$ cat src/rtl/sd_block_arbiter.sv
// Round-robin arbiter sharing one SD block channel of the HPS bridge among NUM drive requesters.
// The winner's command is latched, and ack/buffer strobes are routed back to it only.
module sd_block_arbiter #(
    parameter int          NUM     = 2,
    parameter logic [23:0] TIMEOUT = 24'd12000000
) (
    input  logic                clk_sys,
    input  logic                reset_n,
    input  logic [32*NUM-1:0]   req_lba,
    input  logic [NUM-1:0]      req_rd,
    input  logic [NUM-1:0]      req_wr,
    output logic [NUM-1:0]      req_ack,
    output logic [NUM-1:0]      req_buff_wr,
    input  logic [8*NUM-1:0]    req_buff_din,
    output logic [NUM-1:0]      req_err,
    output logic [31:0]         sd_lba,
    output logic                sd_rd,
    output logic                sd_wr,
    input  logic                sd_ack,
    input  logic                sd_buff_wr,
    output logic [7:0]          sd_buff_din,
    output logic [1:0]          grant,
    output logic                busy
);

    typedef enum logic [1:0] {
        S_IDLE    = 2'd0,
        S_REQ     = 2'd1,
        S_XFER    = 2'd2,
        S_RELEASE = 2'd3
    } state_t;

    state_t          r_state;
    logic [1:0]      r_rr;
    logic [1:0]      r_grant;
    logic [23:0]     r_cnt;
    logic [31:0]     r_lba;
    logic            r_rd;
    logic            r_wr;
    logic [NUM-1:0]  r_err;

    logic [NUM-1:0][31:0] w_lba;
    logic [NUM-1:0][7:0]  w_din;
    logic [NUM-1:0]       w_pend;
    logic [NUM-1:0]       w_gsel;
    logic                 w_found;
    logic [1:0]           w_idx;
    logic [31:0]          w_lba_sel;
    logic                 w_rd_sel;
    logic                 w_wr_sel;
    logic [7:0]           w_din_sel;
    logic                 w_busy;
    logic                 w_tmo;

    assign w_lba  = req_lba;
    assign w_din  = req_buff_din;
    assign w_pend = req_rd | req_wr;
    assign w_busy = (r_state != S_IDLE);
    assign w_tmo  = (TIMEOUT != 24'd0) && (r_cnt == TIMEOUT - 24'd1);

    // Scan order rr_ptr, rr_ptr+1, ... with wrap; first pending slot wins.
    always_comb begin
        w_found   = 1'b0;
        w_idx     = 2'd0;
        w_lba_sel = 32'd0;
        w_rd_sel  = 1'b0;
        w_wr_sel  = 1'b0;
        for (int k = 0; k < NUM; k++) begin
            for (int i = 0; i < NUM; i++) begin
                if (!w_found && w_pend[i] && (i == (int'(r_rr) + k) % NUM)) begin
                    w_found   = 1'b1;
                    w_idx     = 2'(i);
                    w_lba_sel = w_lba[i];
                    w_rd_sel  = req_rd[i];
                    w_wr_sel  = req_wr[i];
                end
            end
        end
    end

    for (genvar g = 0; g < NUM; g++) begin : g_slot
        assign w_gsel[g]      = (r_grant == 2'(g));
        assign req_ack[g]     = sd_ack & w_gsel[g] & w_busy;
        assign req_buff_wr[g] = sd_buff_wr & w_gsel[g] & w_busy;
    end

    always_comb begin
        w_din_sel = 8'd0;
        for (int i = 0; i < NUM; i++) begin
            if (w_gsel[i]) w_din_sel = w_din[i];
        end
    end

    always_ff @(posedge clk_sys or negedge reset_n) begin
        if (!reset_n) begin
            r_state <= S_IDLE;
            r_rr    <= 2'd0;
            r_grant <= 2'd0;
            r_cnt   <= 24'd0;
            r_lba   <= 32'd0;
            r_rd    <= 1'b0;
            r_wr    <= 1'b0;
            r_err   <= '0;
        end else begin
            r_err <= '0;
            case (r_state)
                S_IDLE: begin
                    if (w_found) begin
                        r_grant <= w_idx;
                        r_lba   <= w_lba_sel;
                        r_rd    <= w_rd_sel & ~w_wr_sel;
                        r_wr    <= w_wr_sel;
                        r_cnt   <= 24'd0;
                        r_state <= S_REQ;
                    end
                end
                S_REQ: begin
                    // An ack already high on entry is taken as the ack.
                    if (sd_ack) begin
                        r_rd    <= 1'b0;
                        r_wr    <= 1'b0;
                        r_state <= S_XFER;
                    end else if (w_tmo) begin
                        r_rd    <= 1'b0;
                        r_wr    <= 1'b0;
                        r_err   <= w_gsel;
                        r_state <= S_RELEASE;
                    end else begin
                        r_cnt <= r_cnt + 24'd1;
                    end
                end
                S_XFER: begin
                    if (!sd_ack) r_state <= S_RELEASE;
                end
                S_RELEASE: begin
                    // One idle-bound cycle so the owner's dropped rd/wr is not re-sampled.
                    r_rr    <= (int'(r_grant) == NUM - 1) ? 2'd0 : r_grant + 2'd1;
                    r_state <= S_IDLE;
                end
                default: r_state <= S_IDLE;
            endcase
        end
    end

    assign sd_lba      = r_lba;
    assign sd_rd       = r_rd;
    assign sd_wr       = r_wr;
    assign grant       = r_grant;
    assign busy        = w_busy;
    assign req_err     = r_err;
    assign sd_buff_din = w_din_sel;

endmodule

$ cat config.mk
export PLATFORM = sky130hd
export DESIGN_NAME = sd_block_arbiter
export DESIGN_NICKNAME = d
export VERILOG_FILES = /design/src/rtl/sd_block_arbiter.sv
export SDC_FILE = /design/constraint.sdc
export NUM_CORES = 1
export LEC_CHECK = 0
export CAP_MARGIN = 20
export CORE_MARGIN = 1
export CORE_UTILIZATION = 46
export DETAILED_ROUTE_END_ITERATION = 10
export PLACE_DENSITY = 0.91
export SYNTH_ARGS = -nofsm -noshare
export SYNTH_HDL_FRONTEND = slang
export SYNTH_SLANG_ARGS = --single-unit
$ cat constraint.sdc
create_clock -name clk_sys -period 4.05 [get_ports clk_sys]
set_input_delay 0.405 -clock clk_sys [delete_from_list [all_inputs] [get_ports clk_sys]]
set_output_delay 0.405 -clock clk_sys [all_outputs]
set_load 0.01 [all_outputs]
# Word level (Yosys, flattened, before mapping)

Index checks and enable logic that the tools add are counted.

Bits in registers: 65
Bits of input ports: 88
Output and inout bits: 51
Word-level logic and storage cells: 95

$add $sub $neg: 3
Equality and inequality tests: 12
Muxes and demuxes: 40
Bitwise logic cells: 12
Reductions and logical operators: 20

Operators with widths:

| operator              | number |
|---|---|
| $mux 32               | 4 |
| $mux 24               | 3 |
| $logic_not 32->1      | 2 |
| $pmux 24 s2           | 1 |
| $add 24x1->24 const B | 1 |
| $eq 24x24->1 const B  | 1 |
| $mux 1                | 18 |
| $mux 2                | 9 |
| $mux 8                | 2 |
| $and 1x1->1           | 9 |
| $ne 2x2->1 const B    | 4 |
| $pmux 2 s4            | 1 |
| $logic_and 1x1->1     | 7 |
| $eq 2x2->1 const B    | 3 |
| $reduce_and 3->1      | 2 |
| $eq 2x1->1 const B    | 2 |
| $logic_not 2->1       | 2 |
| $pmux 1 s2            | 2 |
| $reduce_and 4->1      | 1 |
| $reduce_bool 2->1     | 2 |
| $logic_not 1->1       | 3 |
| $ne 3x3->1 const B    | 1 |
| $add 1x1->1 const B   | 2 |
| $eq 2x2->1 const A    | 1 |
| 4 further kinds       | 4 |

# Logic depth before layout (Yosys ltp)

Word-level depth: 19
Mapped depth: 9

# Worst setup path before layout

Ideal clock, no wire load.

Kind: register -> register
From: register r_state[0]
To: register r_cnt[23]
Library setup time: 0.078 ns
Arrival time: 2.144 ns
Data required time: 3.972 ns
Path slack: 1.828 ns
Stages on the path, launching flop included: 10
Path buffers: 2
Period minus slack after synthesis: 2.222 ns
Path through: dfrtp_1 inv_1 ha_1 buf_2 nor2_1 a21o_1 or3_1 buf_2 or4_1 a21oi_1

Word-level cells in the longest chain between the ends: 3
Elaborated cells on any way between the ends: 8
Those cells by class: eq/ne (4); mux (1); reduce/logical (3)

RTL lines:

| element                                                          | line | text |
|---|---|---|
| from (decl)                                                      | 33   | `state_t r_state;` |
| from (signal assigned)                                           | 96   | `r_state <= S_IDLE;` |
| from (signal assigned)                                           | 114  | `r_state <= S_REQ;` |
| from (signal assigned)                                           | 122  | `r_state <= S_XFER;` |
| $eq 2x1->1 or $logic_not 2->1 (tied branches)                    | 106  | `case (r_state)` |
| $ne 2x2->1 (no source line) or $reduce_bool 2->1 (tied branches) | -    |  |
| $reduce_and 4->1 (no source line)                                | -    |  |
| to (signal assigned)                                             | 129  | `r_cnt <= r_cnt + 24'd1;` |
| to (decl)                                                        | 36   | `logic [23:0] r_cnt;` |

Parallel ways exist; a longest one is shown, timed or not.
A chain may end at the register's enable or synchronous reset.

# Worst setup path in the final report

From: register r_state[0]
To: register r_cnt[21]

The elaborated chain is that of the path after synthesis.

==> Flow_metrics.wiki <==
{| class="wikitable"
! Metric !! Value
|-
| Status || complete, no violations
|-
| Register-to-register path setup slack || 1290 ps
|-
| Critical path peak fanout || 11
|-
| Crit Path Class || register to register
|-
| Slew at the pin closest to its max-slew limit || 1053 ps
|-
| Buffer depth of the longest clock path || 2
|-
| Dominant delay contributor by cell family on the critical path || simple AND/OR/NAND/NOR gates
|-
| CP Data Arrival Time || 3020 ps
|-
| Post-synthesis net count || 412
|-
| Core region area || 6794 sq um
|-
| Clock tree from TritonCTS || done
|-
| Worst path required time || 4310 ps
|-
| Synth Warn # || 0
|-
| Length of the first detailed-routing pass in iterations || 8
|-
| Die area || 7401 sq um
|-
| Post-synthesis to final-layout area growth || 52.31%
|-
| Die height || 86.03 um
|-
| Post-CTS setup buffers || 0
|-
| Register area || 1602 sq um
|-
| Count of pins on the block boundary || 139
|-
| Port Buffer Count || 137
|-
| Leading cell types by total area after synthesis || sky130_fd_sc_hd__dfrtp_1 49%, sky130_fd_sc_hd__a222oi_1 9.9%, sky130_fd_sc_hd__inv_1 4.6%
|-
| Cell with the most instances after synthesis || sky130_fd_sc_hd__dfrtp_1
|-
| Post-synth top area share || 49.31%
|-
| Post-synthesis area per instance || 10.18 sq um
|-
| Root buffer cell || sky130_fd_sc_hd__clkbuf_8
|-
| Primary flip-flop cell chosen by synthesis mapping || sky130_fd_sc_hd__dfrtp_1
|-
| Top cell types by occurrence after synthesis || 64 x sky130_fd_sc_hd__dfrtp_1, 40 x sky130_fd_sc_hd__inv_1, 32 x sky130_fd_sc_hd__a222oi_1
|-
| Overall via count from detail_route || 3,355
|-
| Final count of hold timing violations || 0
|-
| First-pass GRT wire length || 16,360 um
|-
| Worst slew margin relative to its limit || 29.55%
|-
| Final-report setup violation count || 0
|-
| DRC violation count after routing || 0
|-
| Endpoint of the worst-slack reg-to-reg timing path || r_cnt[21]
|-
| Total negative slack || 0 ps
|-
| #FFs+latches synth || 64
|-
| Maximum level of the CTS H-tree || 3
|-
| Via density per instance || 6.034
|-
| Site row count || 30
|-
| # nets final || 549
|-
| Share of the cycle needed by the critical path after routing || 68.11%
|-
| Area of the multi-input gates || 1451 sq um
|-
| Highest cell delay on the worst timing path || 530 ps
|-
| Number of fill cells || 421
|-
| Setup repair after global routing missed its margin || no
|-
| Number of buffers and inverters on the critical path || 1
|-
| Number of gates resized after CTS || 0
|-
| CP startpoint kind || register
|-
| Max-cap violations || 0
|-
| Leakage power summed over all cells || 0.002180 uW
|-
| Critical register-to-register path startpoint || r_state[0]
|-
| Worst min-delay path class || primary input to async pin
|-
| Final WL || 10,410 um
|-
| Post-cts hold buffer count || 0
|-
| WL/cell || 18.72 um
|-
| Worst skew pair latency || 350 ps
|-
| CTS buffer count || 9
|-
| Netlist Area Pre-Place || 3248 sq um
|-
| Sequential cell area fraction in the yosys report || 49.31%
|-
| R2R depth || 7
|-
| Initial core utilization || 47.81%
|-
| Antenna violations before repair || 0
|-
| Clock edge transition at the registers on the reported setup and hold paths || 70 ps
|-
| Horiz. Die Dim || 86.03 um
|-
| Final-layout worst hold slack || 190.1 ps
|-
| Count of nets left with antenna violations after detail routing || 0
|-
| Power density of the placed cells || 624.0 nW/um^2
|-
| Critical path endpoint category || register
|-
| Share of cells above drive strength 1 || 7.826%
|-
| Largest net degree at the start of global routing || 43
|-
| Critical path cell sequence || inv_1, ha_1, nor2_1, a21o_1, or3_1, or4_1, a21oi_1
|-
| Cell variety after synth || 46
|-
| Number of synthesized flops with an enable pin || 0
|-
| Clock skew || 7.685 ps
|-
| Slew Viols, Final || 0
|-
| Total congestion overflow || 0
|-
| Biggest area consumer among synthesized cells || sky130_fd_sc_hd__dfrtp_1
|-
| Overall track demand over capacity in global routing || 29.23%
|-
| Fraction of registers with async set/reset || 100.0%
|-
| Highest attainable clock frequency || 362.5 MHz
|-
| CP max stage cell || sky130_fd_sc_hd__or4_1
|-
| Gate count after technology mapping || 319
|-
| Antenna diode count || 0
|-
| Clock tree sinks || 64
|-
| HPWL reported at the end of detailed placement || 7437 um
|-
| Iteration-0 DRC count of the detailed router || 350
|-
| Placer Congestion || 0.8672
|-
| Number of global-route vias before repair || 3,337
|-
| Crit path time final || 2758 ps
|-
| Worst supply voltage drop on vdd || 580.5 uV
|}
==> sequential cells by signal (all words and copies together) (netlist names) <==
name,count
sd_lba,32
r_cnt,24
r_state,2
req_err,2
grant,1
r_rr,1
sd_rd,1
sd_wr,1
==> cell usage in the layout (no fill, tap or decap), types with 2 or more instances in the layout <==
cell / instances
sky130_fd_sc_hd__clkdlybuf4s50_1: 136
sky130_fd_sc_hd__dfrtp_1: 64
sky130_fd_sc_hd__inv_1: 40
sky130_fd_sc_hd__a222oi_1: 32
sky130_fd_sc_hd__nor2_1: 18
sky130_fd_sc_hd__nand2_1: 16
sky130_fd_sc_hd__a21oi_1: 16
sky130_fd_sc_hd__o21ai_0: 12
sky130_fd_sc_hd__clkbuf_8: 11
sky130_fd_sc_hd__nand3_1: 9
sky130_fd_sc_hd__mux2_2: 8
sky130_fd_sc_hd__nor4_1: 8
sky130_fd_sc_hd__xnor2_1: 8
sky130_fd_sc_hd__and4_1: 7
sky130_fd_sc_hd__or3_1: 7
sky130_fd_sc_hd__and3_1: 6
sky130_fd_sc_hd__nand4_1: 5
sky130_fd_sc_hd__ha_1: 5
sky130_fd_sc_hd__buf_4: 5
sky130_fd_sc_hd__or4_1: 4
sky130_fd_sc_hd__and2_1: 3
sky130_fd_sc_hd__nor3_1: 3
sky130_fd_sc_hd__o31ai_1: 3
sky130_fd_sc_hd__nor4b_1: 2
sky130_fd_sc_hd__nand2b_1: 2
sky130_fd_sc_hd__nor3_2: 2
sky130_fd_sc_hd__a21o_1: 2
sky130_fd_sc_hd__nand3b_1: 2
sky130_fd_sc_hd__bufinv_16: 2
==> cell families after synthesis <==
logic type | synth area share, %
AOI/OAI and AO/OA | 19.38
xor gates and xnor gates | 2.427
adders and majority gates | 1.926
buffers and inverters | 6.664
DFF | 49.31
muxes | 3.120
other | 0.1155
and+or+nand+nor | 17.06
==> final cells by class <==
type / instances / share of cell area (%)
Clock buffer: 12 / 3.136
Clock inverter: 3 / 1.315
Inverter: 40 / 3.035
Multi-Input combinational cell: 199 / 29.34
Sequential cell: 64 / 32.37
Tap cell: 96 / 2.428
Timing Repair Buffer: 142 / 28.38
==> report_power, final <==
part / internal, uW / leakage, uW / switching [uW]
combinational: 739 / 0.00123 / 737
sequential: 836 / 0.000833 / 157
clock: 376 / 0.000112 / 242
==> worst max-delay path by stage <==
stage	start	end	slack [ps]	cells past startpoint
floorplan	r_state[0]	r_cnt[23]	1830	9
global placement	req_wr[0]	r_cnt[21]	1390	6
detailed placement	req_wr[1]	r_cnt[21]	1250	6
CTS	r_state[0]	r_cnt[21]	1320	7
global route	r_state[0]	r_cnt[21]	1170	7
finish	r_state[0]	r_cnt[21]	1290	7
==> per-stage QoR <==
stage	cell area, sq um	setup slack (ps)	cells	total power, uW	util, %
detailed placement	4727	1248	541	2438	69.58
finish	4947	1292	556	3087	72.82
CTS	4947	1322	556	3076	72.82
floorplan	3248	1828	319	1701	-
global placement	4727	1388	541	2365	69.58
global route	4947	1168	556	3235	72.82
==> metal layers <==
metal	wire length (um)	global-route usage [%]	vias up
li1	-	-	1483
met1	3895	33.96	1654
met2	5238	47.91	185
met3	895	12.03	33
met4	380	11.97	0
met5	0	0	-
Power figures use the tool's default switching activity.
